==> src/rtl/rob_ticket_scheduler.sv <==
// rob_ticket_scheduler: in-order ROB ticket allocator plus oldest-first
// arbiter for the single ROB write port, with store-buffer drain and
// exception-flush sequencing.
module rob_ticket_scheduler #(
    parameter int NUM_ENTRIES = 16,
    parameter int NUM_PORTS   = 3,
    localparam int TICKET_BITS = $clog2(NUM_ENTRIES),
    localparam int PORT_BITS   = (NUM_PORTS > 1) ? $clog2(NUM_PORTS) : 1
) (
    input  logic                   clk,
    input  logic                   reset,
    input  logic                   enable,
    input  logic                   alloc_req_in,
    output logic [TICKET_BITS-1:0] alloc_ticket_out,
    output logic                   alloc_stall_out,
    input  logic                   retire_in,
    output logic [TICKET_BITS-1:0] head_ticket_out,
    output logic [TICKET_BITS:0]   inflight_cnt_out,
    input  logic                   done_valid_in  [NUM_PORTS],
    input  logic [TICKET_BITS-1:0] done_ticket_in [NUM_PORTS],
    input  logic                   done_store_in  [NUM_PORTS],
    output logic                   done_wait_out  [NUM_PORTS],
    output logic                   rob_wr_valid_out,
    output logic [PORT_BITS-1:0]   rob_wr_port_out,
    output logic [TICKET_BITS-1:0] rob_wr_ticket_out,
    output logic                   stb_flush_out,
    input  logic                   flush_in,
    output logic                   err_out
);

    typedef enum logic [1:0] {
        ST_RUN        = 2'd0,
        ST_STORE_HOLD = 2'd1,
        ST_FLUSH      = 2'd2
    } state_t;

    state_t                 state_q, state_d;
    logic [TICKET_BITS-1:0] head_q, head_d;
    logic [TICKET_BITS-1:0] tail_q, tail_d;
    logic [TICKET_BITS:0]   cnt_q, cnt_d;
    logic                   wr_valid_q, wr_valid_d;
    logic [PORT_BITS-1:0]   wr_port_q, wr_port_d;
    logic [TICKET_BITS-1:0] wr_ticket_q, wr_ticket_d;
    logic                   stb_flush_q, stb_flush_d;
    logic                   err_q, err_d;

    logic [TICKET_BITS-1:0] age_s [NUM_PORTS];
    logic                   req_s [NUM_PORTS];
    logic                   oor_any_s;
    logic                   win_found_s;
    logic [PORT_BITS-1:0]   win_idx_s;
    logic [TICKET_BITS-1:0] win_age_s;
    logic [TICKET_BITS-1:0] win_ticket_s;
    logic                   win_store_s;
    logic                   grant_s;
    logic                   alloc_stall_s;
    logic                   alloc_acc_s;
    logic                   retire_acc_s;

    assign alloc_ticket_out  = tail_q;
    assign alloc_stall_out   = alloc_stall_s;
    assign head_ticket_out   = head_q;
    assign inflight_cnt_out  = cnt_q;
    assign rob_wr_valid_out  = wr_valid_q;
    assign rob_wr_port_out   = wr_port_q;
    assign rob_wr_ticket_out = wr_ticket_q;
    assign stb_flush_out     = stb_flush_q;
    assign err_out           = err_q;

    // Age of each request relative to the head and oldest-first winner selection.
    always_comb begin
        oor_any_s    = 1'b0;
        win_found_s  = 1'b0;
        win_idx_s    = '0;
        win_age_s    = '0;
        win_ticket_s = '0;
        win_store_s  = 1'b0;
        for (int i = 0; i < NUM_PORTS; i++) begin
            // Modular subtraction keeps the age correct when tail < head.
            age_s[i] = done_ticket_in[i] - head_q;
            req_s[i] = done_valid_in[i] & ({1'b0, age_s[i]} < cnt_q);
            oor_any_s = oor_any_s | (done_valid_in[i] & ~req_s[i]);
            // Strict less-than lets the lowest index keep an age tie.
            if (req_s[i] && (!win_found_s || (age_s[i] < win_age_s))) begin
                win_found_s  = 1'b1;
                win_idx_s    = PORT_BITS'(i);
                win_age_s    = age_s[i];
                win_ticket_s = done_ticket_in[i];
                win_store_s  = done_store_in[i];
            end else begin
                win_found_s  = win_found_s;
            end
        end
    end

    // Grant, stall and acceptance qualifiers for this cycle.
    always_comb begin
        grant_s       = enable & ~flush_in & (state_q == ST_RUN) & win_found_s;
        alloc_stall_s = (cnt_q == (TICKET_BITS+1)'(NUM_ENTRIES)) | (state_q != ST_RUN) | ~enable;
        alloc_acc_s   = alloc_req_in & ~alloc_stall_s;
        retire_acc_s  = enable & retire_in & (cnt_q != '0);
    end

    // Per-port wait: losers hold their request, flushes drop everything.
    always_comb begin
        for (int i = 0; i < NUM_PORTS; i++) begin
            if (!enable) begin
                done_wait_out[i] = req_s[i];
            end else if (flush_in) begin
                done_wait_out[i] = 1'b0;
            end else begin
                case (state_q)
                    ST_RUN:        done_wait_out[i] = req_s[i] & ~(grant_s & (win_idx_s == PORT_BITS'(i)));
                    ST_STORE_HOLD: done_wait_out[i] = req_s[i];
                    ST_FLUSH:      done_wait_out[i] = 1'b0;
                    default:       done_wait_out[i] = 1'b0;
                endcase
            end
        end
    end

    // Next-state computation for pointers, sequencing state and write port.
    always_comb begin
        state_d     = state_q;
        head_d      = head_q;
        tail_d      = tail_q;
        cnt_d       = cnt_q;
        wr_valid_d  = 1'b0;
        wr_port_d   = wr_port_q;
        wr_ticket_d = wr_ticket_q;
        stb_flush_d = stb_flush_q;
        err_d       = err_q | (enable & oor_any_s);
        if (!enable) begin
            state_d = state_q;
        end else if (flush_in) begin
            state_d     = ST_FLUSH;
            head_d      = '0;
            tail_d      = '0;
            cnt_d       = '0;
            stb_flush_d = 1'b0;
        end else begin
            if (alloc_acc_s) begin
                tail_d = tail_q + TICKET_BITS'(1);
            end else begin
                tail_d = tail_q;
            end
            if (retire_acc_s) begin
                head_d = head_q + TICKET_BITS'(1);
            end else begin
                head_d = head_q;
            end
            case ({alloc_acc_s, retire_acc_s})
                2'b10:   cnt_d = cnt_q + (TICKET_BITS+1)'(1);
                2'b01:   cnt_d = cnt_q - (TICKET_BITS+1)'(1);
                default: cnt_d = cnt_q;
            endcase
            case (state_q)
                ST_RUN: begin
                    if (grant_s) begin
                        wr_valid_d  = 1'b1;
                        wr_port_d   = win_idx_s;
                        wr_ticket_d = win_ticket_s;
                        state_d     = win_store_s ? ST_STORE_HOLD : ST_RUN;
                    end else begin
                        state_d = ST_RUN;
                    end
                end
                ST_STORE_HOLD: state_d = ST_RUN;
                ST_FLUSH:      state_d = ST_RUN;
                default:       state_d = ST_RUN;
            endcase
            stb_flush_d = (state_d == ST_STORE_HOLD);
        end
    end

    // State and output registers with synchronous reset.
    always_ff @(posedge clk) begin
        if (reset) begin
            state_q     <= ST_RUN;
            head_q      <= '0;
            tail_q      <= '0;
            cnt_q       <= '0;
            wr_valid_q  <= 1'b0;
            wr_port_q   <= '0;
            wr_ticket_q <= '0;
            stb_flush_q <= 1'b0;
            err_q       <= 1'b0;
        end else begin
            state_q     <= state_d;
            head_q      <= head_d;
            tail_q      <= tail_d;
            cnt_q       <= cnt_d;
            wr_valid_q  <= wr_valid_d;
            wr_port_q   <= wr_port_d;
            wr_ticket_q <= wr_ticket_d;
            stb_flush_q <= stb_flush_d;
            err_q       <= err_d;
        end
    end

endmodule

==> config.mk <==
export PLATFORM = sky130hd
export DESIGN_NAME = rob_ticket_scheduler
export DESIGN_NICKNAME = d
export VERILOG_FILES = /design/src/rtl/rob_ticket_scheduler.sv
export SDC_FILE = /design/constraint.sdc
export NUM_CORES = 1
export LEC_CHECK = 0
export CAP_MARGIN = 40
export CORE_ASPECT_RATIO = 1.1
export CORE_MARGIN = 2
export CORE_UTILIZATION = 25
export CTS_BUF_LIST = sky130_fd_sc_hd__clkbuf_4 sky130_fd_sc_hd__clkbuf_8
export DETAILED_ROUTE_END_ITERATION = 7
export SYNTH_ARGS = -nofsm -noshare
export SYNTH_HDL_FRONTEND = slang
export SYNTH_SLANG_ARGS = --single-unit
==> constraint.sdc <==
create_clock -name clk -period 9.9 [get_ports clk]
set_input_delay 1.98 -clock clk [delete_from_list [all_inputs] [get_ports clk]]
set_output_delay 1.98 -clock clk [all_outputs]
set_load 0.005 [all_outputs]
# ---- Word-level counts from Yosys, hierarchy flattened
# Index checks and enable logic that the tools add are counted.
dict set report op_classes {
  n_addsub 7
  n_lt_le_gt_ge 5
  n_eq_ne 7
  n_mux 36
  n_bitwise 34
  n_reduce_logical 18
}
# op count
set ops {}
lappend ops {{$mux 4} 9}
lappend ops {{$and 1x1->1} 19}
lappend ops {{$mux 1} 17}
lappend ops {{$lt 4x5->1} 3}
lappend ops {{$sub 4x4->4} 3}
lappend ops {{$mux 2} 5}
lappend ops {{$not 1->1} 10}
lappend ops {{$pmux 5 s2} 1}
lappend ops {{$add 4x1->4 const B} 2}
lappend ops {{$eq 2x1->1 const B} 4}
lappend ops {{$lt 4x4->1} 2}
lappend ops {{$pmux 1 s2} 3}
lappend ops {{$reduce_and 2->1} 3}
lappend ops {{$reduce_bool 2->1} 3}
lappend ops {{$add 5x1->5 const B} 1}
lappend ops {{$eq 5x5->1 const B} 1}
lappend ops {{$mux 5} 1}
lappend ops {{$or 1x1->1} 5}
lappend ops {{$reduce_bool 5->1} 1}
lappend ops {{$sub 5x1->5 const B} 1}
lappend ops {{$eq 2x2->1 const B} 2}
lappend ops {{$logic_not 2->1} 2}
lappend ops {{$reduce_and 4->1} 1}
lappend ops {{$reduce_or 4->1} 1}
lappend ops {{other kinds (4)} 7}
dict set report totals {
  register_bits 24
  inputBits 24
  output_inout_bits 26
  wordCells 116
}

# ---- Logic depth before layout (Yosys ltp)
# Gate-level depths: netlist of the first run.
dict set report logic_depth {
  word_depth 19
  ltp_mapped 27
  depth_no_buf 26
}

# ---- Worst setup path before layout of the first run
# OpenSTA, ideal clock, no wires.
dict set report synth_path {
  kind {input-to-output}
  startpoint {input port done_ticket_in[8] (netlist bit)}
  endpoint {output port done_wait_out[2] (netlist bit)}
  t_arrival_ns 6.402
  required_time_ns 7.920
  slack_ns 1.518
  path_stages 24
  n_path_buf 1
  cell_sequence {inv_1 > ha_1 > inv_1 > fa_1 > xor2_1 > ha_1 > o21ai_0 > a221oi_2 > nor2_1 > buf_6 > nand2_1 > ha_1 > a211o_1 > a21oi_1 > nor4_2 > nor2_1 > nor2_1 > a21oi_1 > ha_1 > a21o_1 > a21o_1 > o22ai_4 > a21oi_2 > a2111oi_2}
}
# item line_no
set synth_lines {}
lappend synth_lines {{start: declaration} 20} ;# input logic [TICKET_BITS-1:0] done_ticket_in [NUM_PORTS],
lappend synth_lines {{end: declaration} 22} ;# output logic done_wait_out [NUM_PORTS],

==> results of run 1 <==
[logic make-up after synthesis]
group	after synthesis	share of synthesized area
simple gates	84	0.186
fa+ha+maj	33	0.197
buf+inv	34	0.0650
flops	23	0.205
mux	2	0.00889
compound gates	79	0.273
xor+xnor	17	0.0661
[power breakdown]
part	leakage (uW)	total (uW)	internal, uW	switching (uW)
clock	0.0000262	60.8	31.4	29.3
sequential	0.000186	96.6	94.6	2.06
combinational	0.000946	97.3	45.9	51.4
total	0.00116	255	172	82.8
[worst min-delay path: cells and delay by family (launching register included)]
family	cells	cell delay, ps
simple gates	1	50
flops	1	320
compound gates	1	50
[sequential cells by signal (all words and copies together) (netlist names)]
name               flops
rob_wr_valid_out       1
err_out                1
state_q                2
inflight_cnt_out       5
rob_wr_ticket_out      4
alloc_ticket_out       4
head_ticket_out        4
rob_wr_port_out        2
[metal layers]
layer  vias to the layer above  wire, um
li1                       1083         -
met1                      1019      3010
met2                        52      3060
met3                         8       267
met4                         0        86
met5                         -         0
[worst paths after layout]
path	from	to	cells after the start	slack, ps
worst max-delay path	done_ticket_in[8]	done_wait_out[2]	25	480
worst min-delay path	rob_wr_port_out[0]	rob_wr_port_out[0]	2	470
worst max register to register	head_ticket_out[1]	rob_wr_ticket_out[2]	27	4710
worst min register to register	rob_wr_port_out[0]	rob_wr_port_out[0]	2	470
[placed cells by master, fill, tap and decap left out, types with 10 or more instances in the layout]
cell / instances
nand2_1: 13
o211ai_1: 10
a21oi_1: 23
clkdlybuf4s50_1: 49
ha_1: 29
xnor2_1: 10
a21o_1: 10
dfxtp_1: 23
inv_1: 25
nor2_1: 31
[stage by stage]
| stage | power [uW] | instance area [um^2] | util | setup WS (ps) | std cells |
|---|---|---|---|---|---|
| after detailed placement | 193 | 2880 | 0.326 | 3.40 | 432 |
| after CTS | 254 | 2930 | 0.332 | 159 | 436 |
| after global placement | 191 | 2880 | 0.326 | 128 | 432 |
| after floorplan | 159 | 2250 | - | 1520 | 272 |
| after global routing | 271 | 2950 | 0.335 | 26.1 | 438 |
| final | 255 | 2950 | 0.335 | 485 | 438 |
[area by class of cell]
cell class / instances / area [um^2] / share of cell area
Tap cell: 114 / 143 / 0.0483
Multi-Input combinational cell: 215 / 1660 / 0.561
Clock buffer: 4 / 48.8 / 0.0165
Sequential cell: 23 / 460 / 0.156
Timing Repair Buffer: 57 / 551 / 0.186
Inverter: 25 / 93.8 / 0.0318
[repair_timing]
action | in CTS | in global routing
endpoints found under the hold margin | 0 | 0
setup endpoints to repair | 1 | 3
pin swaps | 0 | 1
buffers inserted | 0 | 2
resized for setup | 1 | 3
==> results.toml, run 1 <==
[yosys]
synth_largest_area_cell = "dfxtp_1"
synth.avg_cell_area_um2 = 8.28
synth_edf_count = 0
syn_inst = 272
syn_area_um2 = 2250
synth_top_flop_cell = "dfxtp_1"
ys_async_sr_fraction = 0
yosysWarnings = 0
synth-seq-cells = 23
synth_area_leaders = "dfxtp_1 20%, ha_1 16%, nor2_1 5.3%"
synth_commonest_cells = "32 x nor2_1, 29 x ha_1, 25 x inv_1"
synth_most_common_cell = "nor2_1"
yosysSeqAreaShare = 0.205
synth_nets = 329
ys_types = 51
synth.top_cell.area_share = 0.205

[clock_network]
cts_max_level = 1
clock_sinks = 23
clk_latency_ps = 260
cts_buffers = 3
clk_pin_slew_worst_paths_ps = 80
hold_buffers = 0
cts_tree = "yes"
clockBufferDepth = 2
cts_root_buffer = "clkbuf_8"

[worst_setup_path]
critPathKind = "primary input to primary output"
cpMaxStageDelayCell = "clkdlybuf4s50_1"
critPathTopFamily = "compound AO/OA/AOI/OAI gates"
end_kind = "primary output"
cp_common_cell = "ha_1"
cp_max_fo = 8
cp_data_arrival_time_ps = 7440
critPathRequiredTime_ps = 7920
crit_buf_inv = 5
critPathLaunchType = "primary input"
slowest_delay_ps = 570

[cells_and_area]
fillers = 975
area_delta_synth_final_pct = 31.2
diodes = 0
layout.nets = 382
drive_above_1_share = 0.0864

[detailed_routing]
drt-pass1-iter-count = 4
dr_total_vias = 2162
post_drt_via_cell_ratio = 4.94
avgRoutedWirePerCell_um = 14.7
drt-initial-drc-count = 135
drt-total-wl_um = 6420
drtAntennaViolNets = 0
drc = 0

[sta]
hold_ws_ps = 468
final.setup.tns_ps = 0
finalHoldViolations = 0
fin_worst_skew_ps = 5.68
fmax_mhz = 106
period_share = 0.951
rsz0062_at_grt = "no"
worstMarginPinSlew_ps = 611
min_period_ps = 9420
setup_viol = 0
maxSlewHeadroom = 0.589
slew_violations = 0

[global_route]
grtUsageMet3 = 0.0131
gr-usage-met1 = 0.187
grt_busiest_layer = "met2"
track_usage = 0.136
grt.met2_usage = 0.225
grt_pass1_wl_um = 10800
antenna_found_initial = 0
grt_pass1_vias = 2241
overflow = 0
grt_start_max_net_pins = 25

[status]
outcome = "complete, no violations"

[die]
die_w_um = 94.5
die_height_um = 104
num_rows = 36
coreArea_um2 = 8830
initial_core_util = 0.255
io_pins = 50
fp.dieArea_um2 = 9780

[place]
io_buffers = 49
place.detailed.hpwl_um = 5300
gp_congestion = 0.835

[flow_run]
drv_cap = 0

[power]
ir_drop_mv = 0.0355
p_leak_uw = 0.00116
power.density_nw_per_um2 = 86.2

[min_path]
worstHoldPathType = "flop to flop"
Note: power is estimated with default switching activity, not from simulation.
==> inputs of run 2 (changes only) <==
--- a/config.mk
+++ b/config.mk
@@ -11,6 +11,8 @@
 export CORE_UTILIZATION = 25
 export CTS_BUF_LIST = sky130_fd_sc_hd__clkbuf_4 sky130_fd_sc_hd__clkbuf_8
 export DETAILED_ROUTE_END_ITERATION = 7
+export GPL_ROUTABILITY_DRIVEN = 1
+export GPL_TIMING_DRIVEN = 0
 export SYNTH_ARGS = -nofsm -noshare
 export SYNTH_HDL_FRONTEND = slang
 export SYNTH_SLANG_ARGS = --single-unit
==> constraint.sdc (replaced) <==
create_clock -name clk -period 8.14 [get_ports clk]
set_input_delay 1.628 -clock clk [delete_from_list [all_inputs] [get_ports clk]]
set_output_delay 1.628 -clock clk [all_outputs]
set_load 0.005 [all_outputs]
==> results.toml, run 2 (synthesis gave the netlist of run 1 again) <==
[status]
outcome = "complete, no violations"

[worst_setup_path]
critPathKind = "primary input to primary output"
reg2regPathDepth = 28
critPathLaunchType = "primary input"
reg2reg_to = "rob_wr_ticket_out[2]"
r2r_start = "head_ticket_out[1]"
end_kind = "primary output"
critPathRequiredTime_ps = 6510
rrSetupSlack_ps = 2840
cp_max_fo = 7
cp_data_arrival_time_ps = 6260

[min_path]
hp-start = "rob_wr_port_out[1]"
min_to = "rob_wr_port_out[1]"
holdPathStages = 2
worstHoldPathType = "flop to flop"

[sta]
fmax_mhz = 127
fin_worst_skew_ps = 5.52
slew_violations = 0
setup_viol = 0
finalHoldViolations = 0
maxSlewHeadroom = 0.597
period_share = 0.969
min_period_ps = 7890
worstMarginPinSlew_ps = 600

[place]
placed_area_um2 = 2870
io_buffers = 48
gp_congestion = 0.869
place.detailed.hpwl_um = 5250

[global_route]
grt_start_max_net_pins = 14
grt_pass1_vias = 2332
track_usage = 0.143
grt_pass1_wl_um = 11400
overflow = 0
antenna_found_initial = 0

[detailed_routing]
drt-total-wl_um = 6850
drt-pass1-iter-count = 4
drtAntennaViolNets = 0
drt-initial-drc-count = 144
post_drt_via_cell_ratio = 4.98
drc = 0
avgRoutedWirePerCell_um = 15.1
dr_total_vias = 2255

[clock_network]
clockBufferDepth = 2
clk_pin_slew_worst_paths_ps = 90
clk_latency_ps = 280
cts_tree = "yes"
cts_root_buffer = "clkbuf_8"
clock_sinks = 23
cts_buffers = 3
hold_buffers = 0
cts_max_level = 1

[die]
die_w_um = 94.5
io_pins = 50
die_height_um = 104
initial_core_util = 0.255
num_rows = 36
fp.dieArea_um2 = 9780
coreArea_um2 = 8830

[cells_and_area]
area_delta_synth_final_pct = 41.8
final_cell_mix = "42 x clkdlybuf4s50_1, 29 x nor2_1, 24 x inv_1"
diodes = 0
final_common_cell = "clkdlybuf4s50_1"
layout.nets = 397
drive_above_1_share = 0.189
final_area_um2 = 3190
largest_register_ffs = 5
fillers = 929

[power]
ir_drop_mv = 0.0618
power.density_nw_per_um2 = 105
p_leak_uw = 0.00126
p_total_uw = 335

[flow_run]
drv_cap = 0
## run 2: worst max path at each step
| stage | from | end | slack, ps | cells past startpoint |
|---|---|---|---|---|
| after floorplan | done_ticket_in[8] | done_wait_out[2] | 460 | 24 |
| after global placement | done_ticket_in[8] | done_wait_out[2] | -1180 | 25 |
| after detailed placement | done_ticket_in[8] | done_wait_out[2] | -1200 | 26 |
| after CTS | done_ticket_in[10] | done_wait_out[0] | 100 | 26 |
| after global routing | done_ticket_in[8] | done_wait_out[0] | -30 | 27 |
| final | done_ticket_in[8] | done_wait_out[0] | 250 | 27 |
## run 2: where the power goes
group / internal [uW] / switching (uW) / leakage, uW / total, uW
clock network: 34.3 / 40.6 / 0.0000255 / 75.0
logic: 69.1 / 73.5 / 0.00104 / 143
registers: 115 / 2.64 / 0.000186 / 118
total: 218 / 117 / 0.00126 / 335
## run 2: metrics by stage
stage / hold slack, ps / std cells / util / setup slack [ps] / setup TNS [ps]
after floorplan: 448 / 272 / - / 462 / 0
after global placement: 464 / 434 / 0.326 / -1180 / -3280
after detailed placement: 463 / 434 / 0.326 / -1200 / -3250
after CTS: 478 / 449 / 0.356 / 98.6 / 0
after global routing: 483 / 453 / 0.362 / -30.2 / -30.2
final: 481 / 453 / 0.362 / 254 / 0
## run 2: cell type report
cell class,count,area [um^2],area share
Buffer,9,52.6,0.0165
Clock buffer,3,41.3,0.0129
Clock inverter,1,5.00,0.00157
Inverter,25,93.8,0.0294
Multi-Input combinational cell,215,1810,0.568
Sequential cell,23,460,0.144
Tap cell,114,143,0.0447
Timing Repair Buffer,63,583,0.183
## run 2: routing by layer
metal,vias to the layer above,track usage,wire length [um],share of wire
li1,1114,-,-,-
met1,1074,0.190,3140,0.46
met2,54,0.245,3370,0.49
met3,13,0.0138,206,0.030
met4,0,0.0404,131,0.019
met5,-,0,0,0
## run 2: worst max-delay path, stage by stage
cell and delay [ps]:
clkbuf_2 100, inv_1 40, ha_1 180, inv_2 60
fa_2 460, ha_4 290, a21bo_4 230, a221oi_4 270
nor2_2 80, buf_6 140, nand2_2 80, ha_4 220
a211o_1 270, a21oi_2 160, nor4_4 70, nor2_4 200
buf_6 120, a21oi_1 60, ha_1 290, nand3_1 90
a21oi_2 110, o31ai_1 80, a221oi_2 300, o22ai_4 130
buf_6 150, a311oi_2 280, buf_2 160
## run 2: timing repair
| action | in CTS | in global routing |
|---|---|---|
| gates resized for setup | 40 | 9 |
| pin swaps | 10 | 13 |
| buffers inserted | 11 | 4 |
| setup endpoints to repair | 3 | 3 |
==> inputs of run 3 (changes only) <==
--- a/config.mk
+++ b/config.mk
@@ -7,7 +7,6 @@
 export LEC_CHECK = 0
 export CAP_MARGIN = 40
 export CORE_ASPECT_RATIO = 1.1
-export CORE_MARGIN = 2
 export CORE_UTILIZATION = 25
 export CTS_BUF_LIST = sky130_fd_sc_hd__clkbuf_4 sky130_fd_sc_hd__clkbuf_8
 export DETAILED_ROUTE_END_ITERATION = 7
==> results.toml, run 3 (synthesis gave the netlist of run 1 again) <==
[sta]
fin_worst_skew_ps = 1.41
period_share = 0.967
worstMarginPinSlew_ps = 539
rsz0062_at_grt = "no"
finalHoldViolations = 0
fin_ws_ps = 265
setup_viol = 0
slew_violations = 0
fmax_mhz = 127
hold_ws_ps = 469
maxSlewHeadroom = 0.639
min_period_ps = 7870

[power]
switching_share = 0.342
p_total_uw = 329
p_comb_frac = 0.424
p_sw_uw = 112
p_leak_uw = 0.00126
power.density_nw_per_um2 = 103
ir_drop_mv = 0.0505
cell_internal_pwr_uw = 216
p_seq_frac = 0.358
clock_power_share = 0.219

[cells_and_area]
diodes = 0
drive_above_1_share = 0.190
area_delta_synth_final_pct = 41.5
final_common_cell = "clkdlybuf4s50_1"
final_cell_mix = "42 x clkdlybuf4s50_1, 28 x nor2_1, 24 x inv_1"
layout.nets = 395
fin_cells = 448
final_area_um2 = 3180
largest_register_ffs = 5

[place]
dp_cells = 431
placed_area_um2 = 2870
gp_congestion = 0.852
pre_cts_slack_ps = -1340
place.detailed.hpwl_um = 5240
io_buffers = 48

[global_route]
grt_pass1_wl_um = 10800
grt_pass1_vias = 2213
overflow = 0
antenna_found_initial = 0
track_usage = 0.142
grt_start_max_net_pins = 14

[clock_network]
clk_latency_ps = 260
cts_buffers = 3
cts_max_level = 1
cts_tree = "yes"
clk_pin_slew_worst_paths_ps = 80
cts_root_buffer = "clkbuf_8"
clockBufferDepth = 2
clock_sinks = 23

[die]
die_w_um = 92.5
io_pins = 50
initial_core_util = 0.264
coreArea_um2 = 8540
num_rows = 35
fp.dieArea_um2 = 9390
die_height_um = 102

[worst_setup_path]
cp_max_fo = 7
rrSetupSlack_ps = 3030
critPathRequiredTime_ps = 6510
slowest_delay_ps = 470
critPathLaunchType = "primary input"
critPathKind = "primary input to primary output"
end_kind = "primary output"
cp_data_arrival_time_ps = 6250
cpMaxStageDelayCell = "fa_2"

[status]
outcome = "complete, no violations"

[detailed_routing]
drt-total-wl_um = 6560
drt-initial-drc-count = 68
avgRoutedWirePerCell_um = 14.7
drt-pass1-iter-count = 4
drtAntennaViolNets = 0
post_drt_via_cell_ratio = 4.95
drc = 0
dr_total_vias = 2217

[flow_run]
drv_cap = 0

[min_path]
worstHoldPathType = "flop to flop"
[run 3: cell count changes in the layout (fill, tap and decap cells not counted), sizes merged]
cell / previous run / this run
buf: 22 / 19
dlygate4sd2: 0 / 2
dlymetal6s2s: 1 / 2
clkbuf: 9 / 8
clkdlybuf4s15: 1 / 0
[run 3: power by group through the flow]
| stage | registers, uW | logic, uW | clock network, uW |
|---|---|---|---|
| after detailed placement | 120 | 112 | 0 |
| after global routing | 118 | 153 | 78.0 |
| final | 118 | 139 | 71.9 |
| after CTS | 118 | 131 | 71.7 |
| after global placement | 120 | 110 | 0 |
| after floorplan | 120 | 73.1 | 0 |
[run 3: critical path, delay by kind of cell]
family | cells | cell delay (ps)
AND/OR/NAND/NOR | 6 | 600
AO/OA/AOI/OAI | 11 | 2040
adder cells (fa/ha/maj) | 5 | 1420
buffers and inverters | 5 | 540
[run 3: timing repair]
item | in CTS | in global routing
setup buffers | 10 | 4
gates resized for setup | 30 | 15
endpoints found under the setup margin | 3 | 3
hold buffers | 0 | 0
pin swaps | 14 | 15
[run 3: path summary, 6_finish.rpt]
path / to / cells past startpoint / startpoint
worst max-delay path: done_wait_out[2] / 27 / done_ticket_in[8]
worst max register to register: rob_wr_ticket_out[0] / 27 / head_ticket_out[1]
worst min register to register: rob_wr_port_out[0] / 2 / rob_wr_port_out[0]
worst min-delay path: rob_wr_port_out[0] / 2 / rob_wr_port_out[0]
[run 3: layout make-up]
type	count	area, um^2
Buffer	8	41.3
Clock buffer	3	41.3
Clock inverter	1	5.00
Tap cell	111	139
Multi-Input combinational cell	215	1830
Timing Repair Buffer	62	578
Fill cell	886	5360
Inverter	25	93.8
Sequential cell	23	460
[run 3: per-layer routing]
| layer | vias to the layer above | part of all wire | global-route usage |
|---|---|---|---|
| met1 | 1061 | 0.47 | 0.183 |
| met2 | 40 | 0.50 | 0.262 |
| met4 | 0 | 0.0052 | 0.0216 |
| li1 | 1112 | - | - |
| met3 | 4 | 0.032 | 0.0128 |
| met5 | - | 0 | 0 |
[run 3: stage by stage]
step,util,TNS [ps]
3_3_place_gp,0.336,-3310
4_1_cts,0.363,0
6_report,0.373,0
2_1_floorplan,-,0
5_1_grt,0.373,0
3_5_place_dp,0.336,-3650
